$ cat src/rtl/alu_cmd_sequencer_if.sv
// Request, ALU-bus and response signals of alu_cmd_sequencer.
// slave is the sequencer's own view; master is the environment that drives it.
interface alu_cmd_sequencer_if;
  logic        req_valid_in;
  logic        req_ready_out;
  logic [7:0]  req_a_in;
  logic [7:0]  req_b_in;
  logic [3:0]  req_cmd_in;
  logic [7:0]  alu_a_out;
  logic [7:0]  alu_b_out;
  logic [3:0]  alu_cmd_out;
  logic        alu_oe_out;
  logic [15:0] alu_d_in;
  logic        rsp_valid_out;
  logic        rsp_ready_in;
  logic [15:0] rsp_data_out;
  logic [3:0]  rsp_cmd_out;
  logic        rsp_err_out;
  logic        busy_out;
  logic [15:0] op_count_out;

  modport slave (
    input  req_valid_in, req_a_in, req_b_in, req_cmd_in, alu_d_in, rsp_ready_in,
    output req_ready_out, alu_a_out, alu_b_out, alu_cmd_out, alu_oe_out,
           rsp_valid_out, rsp_data_out, rsp_cmd_out, rsp_err_out, busy_out, op_count_out
  );

  modport master (
    output req_valid_in, req_a_in, req_b_in, req_cmd_in, alu_d_in, rsp_ready_in,
    input  req_ready_out, alu_a_out, alu_b_out, alu_cmd_out, alu_oe_out,
           rsp_valid_out, rsp_data_out, rsp_cmd_out, rsp_err_out, busy_out, op_count_out
  );
endinterface

$ cat src/rtl/alu_cmd_sequencer.sv
// Sequences one request at a time through an external ALU: drive operands, wait, sample, respond.
// Define ALU_SEQ_DIVZ_EN to trap DIV-by-zero locally instead of running it on the ALU.
module alu_cmd_sequencer #(
  parameter int unsigned SETTLE_CYCLES = 1
) (
  input  logic               clk,
  input  logic               rst_n,
  alu_cmd_sequencer_if.slave bus
);
  // TRAP is only reachable when the divide-by-zero trap is compiled in.
  typedef enum logic [2:0] {IDLE, DRIVE, SAMPLE, RESP, TRAP} state_t;

  localparam logic [3:0] SETTLE_INIT = 4'(SETTLE_CYCLES);
  localparam logic [3:0] CMD_DIV     = 4'h5;

  state_t      state_q, state_d;
  logic [3:0]  cnt_q, cnt_d;
  logic [7:0]  alu_a_q, alu_a_d;
  logic [7:0]  alu_b_q, alu_b_d;
  logic [3:0]  alu_cmd_q, alu_cmd_d;
  logic [15:0] rsp_data_q, rsp_data_d;
  logic [3:0]  rsp_cmd_q, rsp_cmd_d;
  logic [15:0] op_count_q, op_count_d;
  logic        accept;
  logic        divz;
  logic        req_ready, alu_oe, rsp_valid, busy;

  assign accept = (state_q == IDLE) && bus.req_valid_in;

`ifdef ALU_SEQ_DIVZ_EN
  assign divz = (bus.req_cmd_in == CMD_DIV) && (bus.req_b_in == 8'h00);
`else
  assign divz = 1'b0;
`endif

  always_ff @(posedge clk or negedge rst_n) begin
    if (!rst_n) state_q <= IDLE;
    else        state_q <= state_d;
  end

  always_comb begin
    state_d = state_q;
    case (state_q)
      IDLE:    if (accept) state_d = divz ? TRAP : DRIVE;
      DRIVE:   if (cnt_q <= 4'd1) state_d = SAMPLE;
      SAMPLE:  state_d = RESP;
      RESP:    if (bus.rsp_ready_in) state_d = IDLE;
      TRAP:    state_d = RESP;
      default: state_d = IDLE;
    endcase
  end

  always_comb begin
    req_ready = (state_q == IDLE);
    alu_oe    = (state_q == DRIVE) || (state_q == SAMPLE);
    rsp_valid = (state_q == RESP);
    busy      = (state_q != IDLE);
  end

  always_comb begin
    cnt_d      = cnt_q;
    alu_a_d    = alu_a_q;
    alu_b_d    = alu_b_q;
    alu_cmd_d  = alu_cmd_q;
    rsp_data_d = rsp_data_q;
    rsp_cmd_d  = rsp_cmd_q;
    op_count_d = op_count_q;
    case (state_q)
      IDLE: if (accept) begin
        alu_a_d   = bus.req_a_in;
        alu_b_d   = bus.req_b_in;
        alu_cmd_d = bus.req_cmd_in;
        cnt_d     = SETTLE_INIT;
      end
      DRIVE:  cnt_d = cnt_q - 4'd1;
      SAMPLE: begin
        rsp_data_d = bus.alu_d_in;
        rsp_cmd_d  = alu_cmd_q;
      end
      TRAP: begin
        rsp_data_d = 16'hFFFF;
        rsp_cmd_d  = alu_cmd_q;
      end
      RESP: if (bus.rsp_ready_in) op_count_d = op_count_q + 16'd1;
      default: ;
    endcase
  end

  always_ff @(posedge clk or negedge rst_n) begin
    if (!rst_n) begin
      cnt_q      <= '0;
      alu_a_q    <= '0;
      alu_b_q    <= '0;
      alu_cmd_q  <= '0;
      rsp_data_q <= '0;
      rsp_cmd_q  <= '0;
      op_count_q <= '0;
    end else begin
      cnt_q      <= cnt_d;
      alu_a_q    <= alu_a_d;
      alu_b_q    <= alu_b_d;
      alu_cmd_q  <= alu_cmd_d;
      rsp_data_q <= rsp_data_d;
      rsp_cmd_q  <= rsp_cmd_d;
      op_count_q <= op_count_d;
    end
  end

`ifdef ALU_SEQ_DIVZ_EN
  // Error flag describes the response currently held, so every capture rewrites it.
  logic rsp_err_q, rsp_err_d;

  always_comb begin
    rsp_err_d = rsp_err_q;
    if (state_q == SAMPLE)    rsp_err_d = 1'b0;
    else if (state_q == TRAP) rsp_err_d = 1'b1;
  end

  always_ff @(posedge clk or negedge rst_n) begin
    if (!rst_n) rsp_err_q <= 1'b0;
    else        rsp_err_q <= rsp_err_d;
  end

  assign bus.rsp_err_out = rsp_err_q;
`else
  assign bus.rsp_err_out = 1'b0;
`endif

  assign bus.req_ready_out = req_ready;
  assign bus.alu_oe_out    = alu_oe;
  assign bus.rsp_valid_out = rsp_valid;
  assign bus.busy_out      = busy;
  assign bus.alu_a_out     = alu_a_q;
  assign bus.alu_b_out     = alu_b_q;
  assign bus.alu_cmd_out   = alu_cmd_q;
  assign bus.rsp_data_out  = rsp_data_q;
  assign bus.rsp_cmd_out   = rsp_cmd_q;
  assign bus.op_count_out  = op_count_q;
endmodule

$ cat src/flat_wrapper.sv
// flat-port wrapper written by rule: the top's interface ports become plain ports
module alu_cmd_sequencer_flat 
#(
  parameter int unsigned SETTLE_CYCLES = 1
)
  (clk, rst_n, bus_req_valid_in, bus_req_a_in, bus_req_b_in, bus_req_cmd_in, bus_alu_d_in, bus_rsp_ready_in, bus_req_ready_out, bus_alu_a_out, bus_alu_b_out, bus_alu_cmd_out, bus_alu_oe_out, bus_rsp_valid_out, bus_rsp_data_out, bus_rsp_cmd_out, bus_rsp_err_out, bus_busy_out, bus_op_count_out);
  alu_cmd_sequencer_if bus_i ();
  input  logic clk;
  input  logic rst_n;
  input wire logic [$bits(bus_i.req_valid_in)-1:0] bus_req_valid_in;
  input wire logic [$bits(bus_i.req_a_in)-1:0] bus_req_a_in;
  input wire logic [$bits(bus_i.req_b_in)-1:0] bus_req_b_in;
  input wire logic [$bits(bus_i.req_cmd_in)-1:0] bus_req_cmd_in;
  input wire logic [$bits(bus_i.alu_d_in)-1:0] bus_alu_d_in;
  input wire logic [$bits(bus_i.rsp_ready_in)-1:0] bus_rsp_ready_in;
  output wire logic [$bits(bus_i.req_ready_out)-1:0] bus_req_ready_out;
  output wire logic [$bits(bus_i.alu_a_out)-1:0] bus_alu_a_out;
  output wire logic [$bits(bus_i.alu_b_out)-1:0] bus_alu_b_out;
  output wire logic [$bits(bus_i.alu_cmd_out)-1:0] bus_alu_cmd_out;
  output wire logic [$bits(bus_i.alu_oe_out)-1:0] bus_alu_oe_out;
  output wire logic [$bits(bus_i.rsp_valid_out)-1:0] bus_rsp_valid_out;
  output wire logic [$bits(bus_i.rsp_data_out)-1:0] bus_rsp_data_out;
  output wire logic [$bits(bus_i.rsp_cmd_out)-1:0] bus_rsp_cmd_out;
  output wire logic [$bits(bus_i.rsp_err_out)-1:0] bus_rsp_err_out;
  output wire logic [$bits(bus_i.busy_out)-1:0] bus_busy_out;
  output wire logic [$bits(bus_i.op_count_out)-1:0] bus_op_count_out;
  assign bus_i.req_valid_in = bus_req_valid_in;
  assign bus_i.req_a_in = bus_req_a_in;
  assign bus_i.req_b_in = bus_req_b_in;
  assign bus_i.req_cmd_in = bus_req_cmd_in;
  assign bus_i.alu_d_in = bus_alu_d_in;
  assign bus_i.rsp_ready_in = bus_rsp_ready_in;
  assign bus_req_ready_out = bus_i.req_ready_out;
  assign bus_alu_a_out = bus_i.alu_a_out;
  assign bus_alu_b_out = bus_i.alu_b_out;
  assign bus_alu_cmd_out = bus_i.alu_cmd_out;
  assign bus_alu_oe_out = bus_i.alu_oe_out;
  assign bus_rsp_valid_out = bus_i.rsp_valid_out;
  assign bus_rsp_data_out = bus_i.rsp_data_out;
  assign bus_rsp_cmd_out = bus_i.rsp_cmd_out;
  assign bus_rsp_err_out = bus_i.rsp_err_out;
  assign bus_busy_out = bus_i.busy_out;
  assign bus_op_count_out = bus_i.op_count_out;
  alu_cmd_sequencer #(.SETTLE_CYCLES(SETTLE_CYCLES)) u_core (.clk(clk), .rst_n(rst_n), .bus(bus_i));
endmodule
$ cat config.mk
export PLATFORM = sky130hd
export DESIGN_NAME = alu_cmd_sequencer_flat
export DESIGN_NICKNAME = d
export VERILOG_FILES = /design/src/rtl/alu_cmd_sequencer_if.sv /design/src/rtl/alu_cmd_sequencer.sv /design/src/flat_wrapper.sv
export SDC_FILE = /design/constraint.sdc
export NUM_CORES = 1
export LEC_CHECK = 0
export ABC_AREA = 1
export BUFFER_PORTS_ARGS = -buffer_cell sky130_fd_sc_hd__buf_2
export CORE_MARGIN = 1
export CORE_UTILIZATION = 45
export DETAILED_ROUTE_END_ITERATION = 12
export GPL_TIMING_DRIVEN = 0
export PLACE_DENSITY = 0.79
export SYNTH_ARGS = -nofsm -noshare
export SYNTH_HDL_FRONTEND = slang
export SYNTH_SLANG_ARGS = --single-unit
export TNS_END_PERCENT = 5
$ cat constraint.sdc
create_clock -name clk -period 1.6 [get_ports clk]
set_input_delay 0.24 -clock clk [delete_from_list [all_inputs] [get_ports clk]]
set_output_delay 0.24 -clock clk [all_outputs]
set_load 0.03 [all_outputs]
-- Word-level counts from Yosys, hierarchy flattened
Index checks and enable logic that the tools add are counted.
- add/sub/neg operators: 2
- magnitude comparators: 1
- eq/ne operators: 7
- multiplexer cells: 7
- reduce and logical (&&, ||, !) cells: 11
- operator list (cell ; number):
    $pmux 16 s2 ; 1
    $add 16x1->16 const B ; 1
    $pmux 3 s4 ; 1
    $mux 3 ; 3
    $pmux 4 s2 ; 1
    $eq 3x2->1 const B ; 2
    $reduce_and 2->1 ; 3
    $le 4x1->1 const B ; 1
    $mux 4 ; 1
    $ne 2x1->1 const B ; 2
    $reduce_bool 2->1 ; 2
    $sub 4x1->4 const B ; 1
    $eq 3x1->1 const B ; 1
    $eq 3x3->1 const B ; 1
    $logic_not 3->1 ; 1
    $reduce_and 3->1 ; 1
    $reduce_bool 3->1 ; 1
    $ne 2x2->1 const B ; 1
    $reduce_or 2->1 ; 1
    $logic_and 1x1->1 ; 1
    $logic_or 1x1->1 ; 1
- register bits: 63
- bits of input ports: 40
- word-level logic and storage cells: 36

-- Longest topological paths before layout
- depth in word-level cells: 4
- depth in mapped cells: 8
- depth with buffers taken out: 8

-- Least setup slack after synthesis
OpenSTA, ideal clock, no wires.
- kind: reg2reg
- start: register u_core.state_q[0]
- end: register u_core.state_q[1]
- setup time: 118 ps
- data arrival time: 1559 ps
- data required time: 1482 ps
- slack: -77 ps
- cell stages (with the launch flop): 7
- clock period less this slack: 1677 ps
- path through: dfrtp_1 > inv_1 > ha_1 > inv_1 > or2_1 > nand4_1 > nand2_1
- word-level cells in the longest chain between the ends: 4
- elaborated cells between the ends (all ways): 12
- classes of those cells: eq/ne: 7; mux: 1; reduce/logical: 4
- ends and longest elaborated chain (item ; RTL line ; source):
    from (decl) ; alu_cmd_sequencer.sv:16 ; state_t state_q, state_d;
    from (signal assigned) ; alu_cmd_sequencer.sv:38 ; else state_q <= state_d;
    $logic_not 3->1 * ; - ;
    named net bus_req_ready_out ; flat_wrapper.sv:16 ; output wire logic [$bits(bus_i.req_ready_out)-1:0] bus_req_ready_out;
    $logic_and 1x1->1 ; alu_cmd_sequencer.sv:28 ; assign accept = (state_q == IDLE) && bus.req_valid_in;
    $ne 2x1->1 (no source line) ; - ;
    $reduce_and 3->1 (no source line) ; - ;
The timed path passes the listed nets; every way through them passes the cells marked *.
A chain may end at the register's enable or synchronous reset.

-- Final worst setup path
- start: register u_core.state_q[1]
- end: output bus_busy_out
- word-level cells in the longest chain between the ends: 1
- ends and longest elaborated chain (item ; RTL line ; source):
    $reduce_bool 3->1 ; alu_cmd_sequencer.sv:57 ; busy = (state_q != IDLE);
    to (decl) ; flat_wrapper.sv:25 ; output wire logic [$bits(bus_i.busy_out)-1:0] bus_busy_out;
Every way passes these cells.

==> results.json <==
{
  "grt_pass1_wl_um": 9560,
  "synth_edf_count": 0,
  "violations": "hold timing",
  "numPortBuffers": 99,
  "clock_latency_ns": 0.33,
  "track_usage_pct": 19.6,
  "hold_ws_ns": -0.00975,
  "synth_seq_area_share_pct": 56.3,
  "syn_to_final_growth_pct": 28.4,
  "cts_max_level": 3,
  "synth_area_leaders": "dfrtp_1, nand2_1, ha_1",
  "r2r-end": "u_core.bus.alu_b_out[6]$_DFFE_PN0P_",
  "cp_max_fo": 4,
  "slew_headroom_pct": 49.3,
  "avgSynthCellArea_um2": 8.55,
  "setup_viol": 0,
  "finalSetupTns_ns": 0,
  "io_pins": 101,
  "finalHoldViolations": 20,
  "hold_path_class": "in2async",
  "yosysMostFrequentCell": "nand2_1",
  "cap_violations": 0,
  "power.density_nw_per_um2": 2050,
  "ys.warnings.count": 0,
  "synth.distinct_cells": 25,
  "via_per_inst": 4.71,
  "die_height_um": 80.2,
  "crit_type": "reg2out",
  "placed_area_um2": 3350,
  "yosys.area.top_type": "dfrtp_1",
  "synth_seq_cells": 62,
  "design_area_um2": 3540,
  "drtIter0Drc": 96,
  "reg2reg_depth": 6,
  "cts_hold_buf": 0,
  "ant_nets": 0,
  "fmax_ghz": 0.651,
  "die_x_um": 80.2,
  "drc": 0,
  "core_region_area_um2": 5920,
  "routed_wl_um": 6000,
  "fp.dieArea_um2": 6440,
  "cts_buffers": 9,
  "r2r_start": "u_core.state_q[1]$_DFFE_PN0P_",
  "period_needed_ns": 1.54,
  "fill_cells": 528,
  "start_util_pct": 46.5,
  "power_w": 0.00723,
  "path_clk_slew_ns": 0.06,
  "rsz0062_at_grt": "false",
  "rows": 28,
  "worst-r2r-setup-slack_ns": 0.12,
  "num_vias": 2412,
  "maxSlewViolCount": 0,
  "place_congestion": 0.856,
  "cts_tree": "yes",
  "netlist_area_um2": 2750,
  "ir_drop_mv": 1.00,
  "worst_slew_pin_slew_ns": 0.760,
  "clock-sinks": 62,
  "syn_nets": 369,
  "grt_max_degree": 63,
  "synthFlopType": "dfrtp_1",
  "arrival_ns": 1.30,
  "synth_cells": 322,
  "clockBufferDepth": 2,
  "power.leakage_nw": 2.02,
  "end_kind": "primary output",
  "status": "finished, violations left",
  "async_flop_share_pct": 100,
  "first_global_vias": 2204,
  "overflow": 0,
  "synth_common_cells": "nand2_1, dfrtp_1, inv_1, nand3_1, nand4_1",
  "required_ns": 1.36,
  "layout-drive-gt1-share_pct": 30.4,
  "wire_per_inst_um": 11.7,
  "hpwlAfterDp_um": 4370,
  "finClkSkew_ns": 0.00700,
  "startpoint_type": "flop",
  "nets": 480,
  "antenna_found_initial": 0,
  "cts_root_buf": "clkbuf_8",
  "synth.top_cell.area_share_pct": 56.3,
  "num_antenna_cells": 0,
  "dr.pass1.iters": 6,
  "fin_crit_sh_pct": 96.0
}
-- through the flow --
stage	setup slack [ns]	utilization [%]	std cells	hold slack, ns
floorplan	0.0761	-	322	-0.0556
global route	0.00175	59.7	512	0.0475
global placement	0.105	56.5	496	0.437
finish	0.0636	59.7	512	-0.00975
CTS	0.000811	59.3	511	0.0868
detailed placement	0.0900	56.5	496	0.439
-- placed cells by master (no fill, tap or decap), types with 3 or more instances in the layout --
master / count
buf_2: 99
buf_4: 3
clkbuf_1: 9
clkbuf_8: 11
dfrtp_1: 62
ha_1: 6
inv_1: 19
nand2_1: 162
nand2_2: 5
nand3_1: 10
nand4_1: 9
nor2_1: 8
nor2_2: 3
nor2_4: 4
o21ai_0: 3
xnor2_1: 4
xor2_1: 4
-- final cells by class --
class | instances | area [um2] | area share, %
repair buffers | 100 | 508 | 14.4
multi-input cells | 230 | 1100 | 31.0
inverters | 21 | 78.8 | 2.23
flip-flops and latches | 62 | 1550 | 43.9
well taps | 75 | 93.8 | 2.65
plain buffers | 9 | 40.0 | 1.13
clock inverters | 1 | 5.00 | 0.142
clock buffers | 14 | 163 | 4.60
-- registers in the layout (all words and copies together), names as in the netlist --
| register | count |
|---|---|
| u_core.bus.alu_cmd_out | 4 |
| u_core.cnt_q | 4 |
| u_core.bus.alu_b_out | 8 |
| u_core.bus.rsp_cmd_out | 4 |
| u_core.bus.alu_a_out | 8 |
| u_core.bus.rsp_data_out | 16 |
| u_core.bus.op_count_out | 16 |
| u_core.state_q | 2 |
-- power by group --
group	switching, W	leakage (nW)	internal (W)
clock	0.000559	0.0865	0.000638
combinational	0.00245	1.16	0.00102
sequential	0.000385	0.777	0.00218
-- worst max-delay path, stage by stage (launching register included) --
cell and delay [ns]:
dfrtp_1 0.39, inv_1 0.10, ha_4 0.18, inv_1 0.10, clkbuf_4 0.20
-- cells by family after synthesis --
family / after synthesis / synth area share, %
AO/OA/AOI/OAI: 8 / 1.77
XOR/XNOR: 8 / 2.54
adder cells (fa/ha/maj): 7 / 3.18
buffers and inverters: 30 / 4.32
flip-flops: 62 / 56.3
other: 1 / 0.136
AND/OR/NAND/NOR: 206 / 31.7
-- routing by layer --
layer,global-route usage (%),part of all wire (%)
met1,22.1,44
met2,34.1,50
met3,4.66,3.7
met4,10.7,1.9
met5,0,0
-- worst max-delay path by stage --
stage	to	slack (ns)	startpoint	depth (start not counted)
final	bus_busy_out	0.06	u_core.state_q[1]$_DFFE_PN0P_	4
after floorplan	u_core.state_q[1]$_DFFE_PN0P_	0.08	u_core.state_q[0]$_DFFE_PN0P_	7
after CTS	bus_alu_oe_out	0.0008	u_core.state_q[0]$_DFFE_PN0P_	3
after detailed placement	u_core.bus.alu_a_out[7]$_DFFE_PN0P_	0.09	rst_n	1
after global routing	bus_busy_out	0.002	u_core.state_q[1]$_DFFE_PN0P_	4
after global placement	u_core.bus.alu_a_out[7]$_DFFE_PN0P_	0.11	rst_n	1
-- repair_timing --
action / CTS / global route
gates resized for setup: 0 / 2
setup endpoints to repair: 0 / 5
setup buffers: 0 / 1
Power figures use the tool's default switching activity.
